`config.mk`:
```
export PLATFORM = sky130hd
export DESIGN_NAME = gcd_ctrl
export DESIGN_NICKNAME = d
export VERILOG_FILES = /design/src/rtl/gcd_pkg.sv /design/src/rtl/gcd_ctrl.sv
export SDC_FILE = /design/constraint.sdc
export NUM_CORES = 1
export LEC_CHECK = 0
export BUFFER_PORTS_ARGS = -buffer_cell sky130_fd_sc_hd__buf_4
export CAP_MARGIN = 10
export CORE_AREA = 2 2 67 69
export CTS_CLUSTER_SIZE = 14
export DETAILED_ROUTE_END_ITERATION = 8
export DIE_AREA = 0 0 69 71
export PLACE_DENSITY = 0.81
export SLEW_MARGIN = 0
export SYNTH_ARGS = -nofsm -noshare
export SYNTH_HDL_FRONTEND = slang
export SYNTH_SLANG_ARGS = --single-unit
```
`constraint.sdc`:
```
create_clock -name clk -period 1.75 [get_ports clk]
set_input_delay 0.35 -clock clk [delete_from_list [all_inputs] [get_ports clk]]
set_output_delay 0.35 -clock clk [all_outputs]
set_load 0.1 [all_outputs]
```
`src/rtl/gcd_pkg.sv`:
```
// Shared encodings for the subtractive GCD controller and its datapath.
//   - dp_ctrl op codes understood by gcd_datapath
//   - controller state enum
package gcd_pkg;

  localparam logic [2:0] CMP_EQ    = 3'd0;  // dp_cmp = (A == B)
  localparam logic [2:0] CMP_A     = 3'd1;  // dp_cmp = (A >  B)
  localparam logic [2:0] OP_A      = 3'd2;  // dp_out = A - B
  localparam logic [2:0] OP_B      = 3'd3;  // dp_out = B - A
  localparam logic [2:0] OP_DONE   = 3'd4;  // dp_out = A
  localparam logic [2:0] CTRL_IDLE = 3'd5;  // datapath unused

  typedef enum logic [2:0] {
    S_IDLE,
    S_CHK_EQ,
    S_CHK_GT,
    S_SUB_A,
    S_SUB_B,
    S_FIN
  } state_t;

endpackage

```
`src/rtl/gcd_ctrl.sv`:
```
// Sequencing FSM for the subtractive GCD datapath.
// Owns the A/B operand registers, steps the datapath through
// compare / subtract / done codes until A==B, and reports the result
// through a start/done handshake. Zero operands bypass the datapath;
// an iteration limit aborts runaway sequences with err=1.
// Ports:
//   clk, rst          clock (rising edge), synchronous active-high reset
//   start, a_in, b_in host request and operands (sampled in IDLE only)
//   busy              high from the cycle after accept until done
//   done              one-cycle pulse; result/err valid (held until next accept)
//   result, err       gcd value / error flag (both-zero or iteration limit)
//   dp_a, dp_b        operand registers driven to the datapath
//   dp_ctrl           datapath op code (Moore, decoded from state)
//   dp_cmp, dp_out    combinational datapath compare flag / arithmetic result
module gcd_ctrl
  import gcd_pkg::*;
#(
  parameter int OP_SZ    = 8,
  parameter int MAX_ITER = 2**OP_SZ-1
) (
  input  logic             clk,
  input  logic             rst,
  input  logic             start,
  input  logic [OP_SZ-1:0] a_in,
  input  logic [OP_SZ-1:0] b_in,
  output logic             busy,
  output logic             done,
  output logic [OP_SZ-1:0] result,
  output logic             err,
  output logic [OP_SZ-1:0] dp_a,
  output logic [OP_SZ-1:0] dp_b,
  output logic [2:0]       dp_ctrl,
  input  logic             dp_cmp,
  input  logic [OP_SZ-1:0] dp_out
);

  localparam logic [OP_SZ-1:0] ITER_LIM = OP_SZ'(MAX_ITER);

  state_t           state, state_nxt;
  logic [OP_SZ-1:0] iter;
  logic             zero_op;
  logic             at_lim;

  // Either operand zero: answer is the other one, no datapath work needed.
  assign zero_op = (a_in == '0) || (b_in == '0);
  assign at_lim  = (iter == ITER_LIM);

  always_comb begin
    state_nxt = state;
    dp_ctrl   = CTRL_IDLE;
    case (state)
      S_IDLE: begin
        if (start && !zero_op) state_nxt = S_CHK_EQ;
      end
      S_CHK_EQ: begin
        dp_ctrl   = CMP_EQ;
        state_nxt = dp_cmp ? S_FIN : S_CHK_GT;
      end
      S_CHK_GT: begin
        dp_ctrl = CMP_A;
        if (at_lim)      state_nxt = S_IDLE;
        else if (dp_cmp) state_nxt = S_SUB_A;
        else             state_nxt = S_SUB_B;
      end
      S_SUB_A: begin
        dp_ctrl   = OP_A;
        state_nxt = S_CHK_EQ;
      end
      S_SUB_B: begin
        dp_ctrl   = OP_B;
        state_nxt = S_CHK_EQ;
      end
      S_FIN: begin
        dp_ctrl   = OP_DONE;
        state_nxt = S_IDLE;
      end
      default: state_nxt = S_IDLE;
    endcase
  end

  always_ff @(posedge clk) begin
    if (rst) begin
      state  <= S_IDLE;
      busy   <= 1'b0;
      done   <= 1'b0;
      err    <= 1'b0;
      result <= '0;
      dp_a   <= '0;
      dp_b   <= '0;
      iter   <= '0;
    end else begin
      state <= state_nxt;
      done  <= 1'b0;
      case (state)
        S_IDLE: begin
          if (start) begin
            dp_a <= a_in;
            dp_b <= b_in;
            iter <= '0;
            err  <= 1'b0;
            if (zero_op) begin
              done   <= 1'b1;
              result <= a_in | b_in;
              err    <= (a_in == '0) && (b_in == '0);
            end else begin
              busy <= 1'b1;
            end
          end
        end
        S_CHK_GT: begin
          if (at_lim) begin
            done   <= 1'b1;
            err    <= 1'b1;
            result <= '0;
            busy   <= 1'b0;
          end
        end
        S_SUB_A: begin
          dp_a <= dp_out;
          iter <= iter + 1'b1;
        end
        S_SUB_B: begin
          dp_b <= dp_out;
          iter <= iter + 1'b1;
        end
        S_FIN: begin
          result <= dp_out;
          done   <= 1'b1;
          busy   <= 1'b0;
        end
        default: ;
      endcase
    end
  end

endmodule

```
== Yosys cells after proc, flatten, opt, wreduce, memory -nomap -nowiden ==
Cells that the tools add are included.

* Add/sub/neg operators: 1
* Equality and inequality tests: 11
* Multiplexer cells: 28
* Bitwise operators: 1
* Reduce and logical (&&, ||, !) cells: 19

{| class="wikitable"
|+ Operator list
! kind !! number
|-
| 2-to-1 mux 8 bit || 6
|-
| one-hot mux 8 bit (2 select lines) || 3
|-
| one-hot mux 8 bit (3 select lines) || 1
|-
| zero test 8 bit || 2
|-
| one-hot mux 3 bit (5 select lines) || 1
|-
| 2-to-1 mux 3 bit || 4
|-
| one-hot mux 3 bit (4 select lines) || 1
|-
| inequality test 2 bit, second input constant || 5
|-
| 2-to-1 mux 1 bit || 9
|-
| adder 8 x 1 -> 8 bit, second input constant || 1
|-
| equality test 8 bit, second input constant || 1
|-
| bitwise OR 8 bit || 1
|-
| AND reduction 4 bit || 2
|-
| nonzero test 2 bit || 4
|-
| equality test 3 x 2 -> 1 bit, second input constant || 2
|-
| equality test 3 bit, second input constant || 2
|-
| one-hot mux 1 bit (3 select lines) || 2
|-
| AND reduction 2 bit || 3
|-
| equality test 3 x 1 -> 1 bit, second input constant || 1
|-
| zero test 3 bit || 1
|-
| AND reduction 3 bit || 1
|-
| nonzero test 3 bit || 1
|-
| logical AND 1 bit || 2
|-
| one-hot mux 1 bit (2 select lines) || 1
|-
| other kinds (3) || 3
|}

* Flip-flop bits (word level): 38
* Input bits: 28
* Output and inout port bits: 30
* Logic and storage cells: 68

== Logic depth before layout (Yosys ltp) ==
* Word-level depth: 6
* Mapped depth: 8
* Mapped depth without buffers: 6

== Least setup slack after synthesis ==
Ideal clock, no wire load.

* Path type: flip-flop to output port
* From: reg state[0]
* To: out dp_ctrl[2]
* Arrival time: 1.631 ns
* Required time: 1.400 ns
* Slack: -0.231 ns
* Cell stages (with the launch flop): 5
* Buffers on the path: 2
* Path through: dfxtp_1 > buf_2 > clkbuf_1 > o21ai_0 > nand2b_1

* Cells in the longest elaborated chain, start to end: 2
* Elaborated cells on any way between the ends: 6
* Those cells by class: eq/ne: 5; mux: 1

{| class="wikitable"
|+ Ends and longest elaborated chain
! what !! line !! source
|-
| start: declaration || gcd_ctrl.sv:39 || <nowiki>state_t state, state_nxt;</nowiki>
|-
| start signal: assignment || gcd_ctrl.sv:92 || <nowiki>state <= state_nxt;</nowiki>
|-
| equality test 3 bit (tied with other cells) || gcd_ctrl.sv:51 || <nowiki>case (state)</nowiki>
|-
| one-hot mux 3 bit (5 select lines) (*) || gcd_ctrl.sv:51 ||
|-
| end: declaration || gcd_ctrl.sv:32 || <nowiki>output logic [2:0] dp_ctrl,</nowiki>
|}

Mark *: on every way between the ends. The rest lies on a longest branch, timed or not.

== Final worst setup path ==
* From: reg state[2]
* To: out dp_ctrl[1]

The elaborated chain is that of the path after synthesis.

==> impl_metrics.py <==
metrics = {
    "sta": {
        "finalCriticalPeriod_ns": 1.76,
        "worstMarginPinSlew_ns": 0.385,
        "skew_ns": 0.00426,
        "grt_setup_unrepaired": "yes",
        "hold_violations": 0,
        "max_freq_mhz": 568,
        "maxSlewViolCount": 0,
        "relSlewSlack": 0.743,
        "fin_crit_sh": 1.01,
        "setup_violations": 1,
        "setup_slack_ns": -0.0102,
    },
    "yosys": {
        "yosys_warnings": 0,
        "netlist_top_cells_area": "dfxtp_1, mux2i_1, o21ai_0, a211oi_1, a21oi_1",
        "ys_async_sr_fraction": 0,
        "synth_top_area_cell": "dfxtp_1",
        "seq_area_frac_synth": 0.378,
        "synth-seq-cells": 38,
        "synth_edf_count": 0,
        "syn_nets": 275,
        "synth_flop_cell": "dfxtp_1",
        "syn-cell-area_mm2": 0.00201,
        "syn_avg_cell_area_um2": 8.18,
        "synth_top_area_frac": 0.378,
        "netlist_instances": 246,
        "ys_types": 41,
    },
    "global_routing": {
        "grt_busiest_layer": "met2",
        "grt_util_met1": 0.277,
        "grt_max_degree": 37,
        "gr-usage-met3": 0.0584,
        "grt_usage": 0.224,
        "grt_pass1_vias": 1995,
        "grt_overflow": 0,
        "met2_usage": 0.384,
        "antenna_found_initial": 0,
        "grt_pass1_wl_um": 9030,
    },
    "setup_path": {
        "cp-end-kind": "output port",
        "cp_data_arrival_time_ns": 1.41,
        "worstPathRequired_ns": 1.40,
        "start_kind": "flip-flop",
        "reg2reg_depth": 8,
        "critPathKind": "reg2out",
        "worst-path-max-fanout": 5,
    },
    "die": {
        "die_y_um": 71,
        "die_area_mm2": 0.00490,
        "initial_utilization": 0.479,
        "ios": 58,
        "rows": 24,
        "dieWidth_um": 69,
        "core-area_mm2": 0.00420,
    },
    "clock_network": {
        "clk_pin_slew_ns": 0.07,
        "clockBufferDepth": 2,
        "cts_hold_buf": 0,
        "clock_latency_ns": 0.29,
        "cts-htree-levels": 2,
        "cts.sink_count": 38,
        "cts_inserted_buffers": 5,
        "cts_tree": "built",
        "cts_root_buf": "clkbuf_8",
    },
    "pwr": {
        "p_int_mw": 1.45,
        "power.density_mw_per_mm2": 864,
        "p_sw_frac": 0.380,
        "finalPower_mw": 2.34,
        "p_comb_frac": 0.358,
        "seqPwrFrac": 0.404,
        "clockPowerShare": 0.237,
        "ir_worst_vdd_uv": 479,
        "power_switching_mw": 0.888,
        "leakage_nw": 1.12,
    },
    "drt": {
        "vias_per_cell": 5.78,
        "wire_per_inst_um": 15.0,
        "first_pass_iters": 4,
        "via_count": 2093,
        "drc": 0,
        "antenna_left": 0,
        "drt-total-wl_um": 5410,
        "drt_iter0_drc": 123,
    },
    "status": {
        "status": "finished with violations",
        "violations": "setup timing",
    },
    "finish": {
        "diodes": 0,
        "final_cell_mix": "buf_4, dfxtp_1, nor2_1, o21ai_0, a21oi_1",
        "final_core_util": 0.643,
        "syn2layout_area_growth_pct": 34.4,
        "final_cell_area_mm2": 0.00271,
        "num-nets-final": 339,
        "layout_commonest_cell": "buf_4",
        "drive_gt1_frac": 0.313,
    },
    "flow_run": {
        "max_cap_violations": 0,
    },
    "worst_hold_path": {
        "min_path_cells": 3,
        "holdCritPathClass": "in2reg",
    },
    "placement": {
        "portBuffers": 57,
        "gp_congestion": 0.834,
        "dp_hpwl_um": 3950,
        "placed_area_mm2": 0.00256,
    },
}
cells by family after synthesis:
| group | count (synthesis) | share of synthesized area |
|---|---|---|
| compound gates | 90 | 0.285 |
| fa+ha+maj | 1 | 0.00621 |
| buf+inv | 22 | 0.0497 |
| flops | 38 | 0.378 |
| mux | 16 | 0.0796 |
| simple gates | 79 | 0.202 |
final timing paths:
kind / startpoint / to / slack, ns
max: state[2] / dp_ctrl[1] / -0.01
min: dp_out[1] / dp_b[1] / 0.37
max reg2reg: state[1] / result[1] / 0.12
min reg2reg: result[0] / result[0] / 0.47
worst max-delay path, cell delays in order (launching register included):
cell      delay (ns)
dfxtp_4         0.37
or3b_4          0.38
and2_4          0.16
clkinv_4        0.05
buf_12          0.16
cells in the mapped netlist, drive strengths merged (4+ instances only):
| master | count |
|---|---|
| dfxtp | 38 |
| o21ai | 29 |
| nor2 | 26 |
| a21oi | 22 |
| a211oi | 17 |
| mux2i | 16 |
| nand3 | 12 |
| clkbuf | 11 |
| nand2 | 9 |
| a211o | 8 |
| buf | 8 |
| nor3b | 6 |
| and2 | 5 |
| nor3 | 5 |
| nor4 | 4 |
power groups by stage:
stage / registers (mW) / logic (mW) / clock network (mW)
global route: 0.950 / 0.880 / 0.594
detailed placement: 0.963 / 0.808 / 0
global placement: 0.962 / 0.800 / 0
floorplan: 1.26 / 0.287 / 0
finish: 0.945 / 0.837 / 0.555
CTS: 0.945 / 0.833 / 0.565
repair_timing:
| action | 4_1_cts | 5_1_grt |
|---|---|---|
| setup buffers | 3 | 0 |
| endpoints found under the setup margin | 2 | 9 |
| gates resized for setup | 11 | 8 |
| hold endpoints to repair | 0 | 0 |
| pin swaps | 2 | 0 |
layer usage:
layer	vias up	routed length, µm	part of all wire
li1	1037	-	-
met1	986	2410	0.45
met2	68	2620	0.48
met3	2	359	0.066
met4	0	27	0.0050
met5	-	0	0
flip-flops by register name, indices dropped and copies added (netlist names):
register and cells:
dp_a 8, dp_b 8, iter 8, result 8, state 3, busy 1
done 1, err 1
per-stage QoR:
step / setup WS, ns / setup TNS (ns) / hold slack (ns) / std cells
after floorplan: 0.0246 / 0 / 0.439 / 246
after global placement: 0.123 / 0 / 0.453 / 352
after detailed placement: 0.0745 / 0 / 0.458 / 352
after CTS: -0.00613 / -0.00613 / 0.366 / 362
after global routing: -0.0431 / -0.108 / 0.367 / 362
final: -0.0102 / -0.0102 / 0.368 / 362
cell type report:
type / instances / area (µm²)
fillers: 387 / 1500
multi-input cells: 186 / 1170
flip-flops and latches: 38 / 769
repair buffers: 76 / 612
clock buffers: 7 / 76.3
well taps: 52 / 65.1
inverters: 3 / 16.3
(Power assumes the default switching activity.)
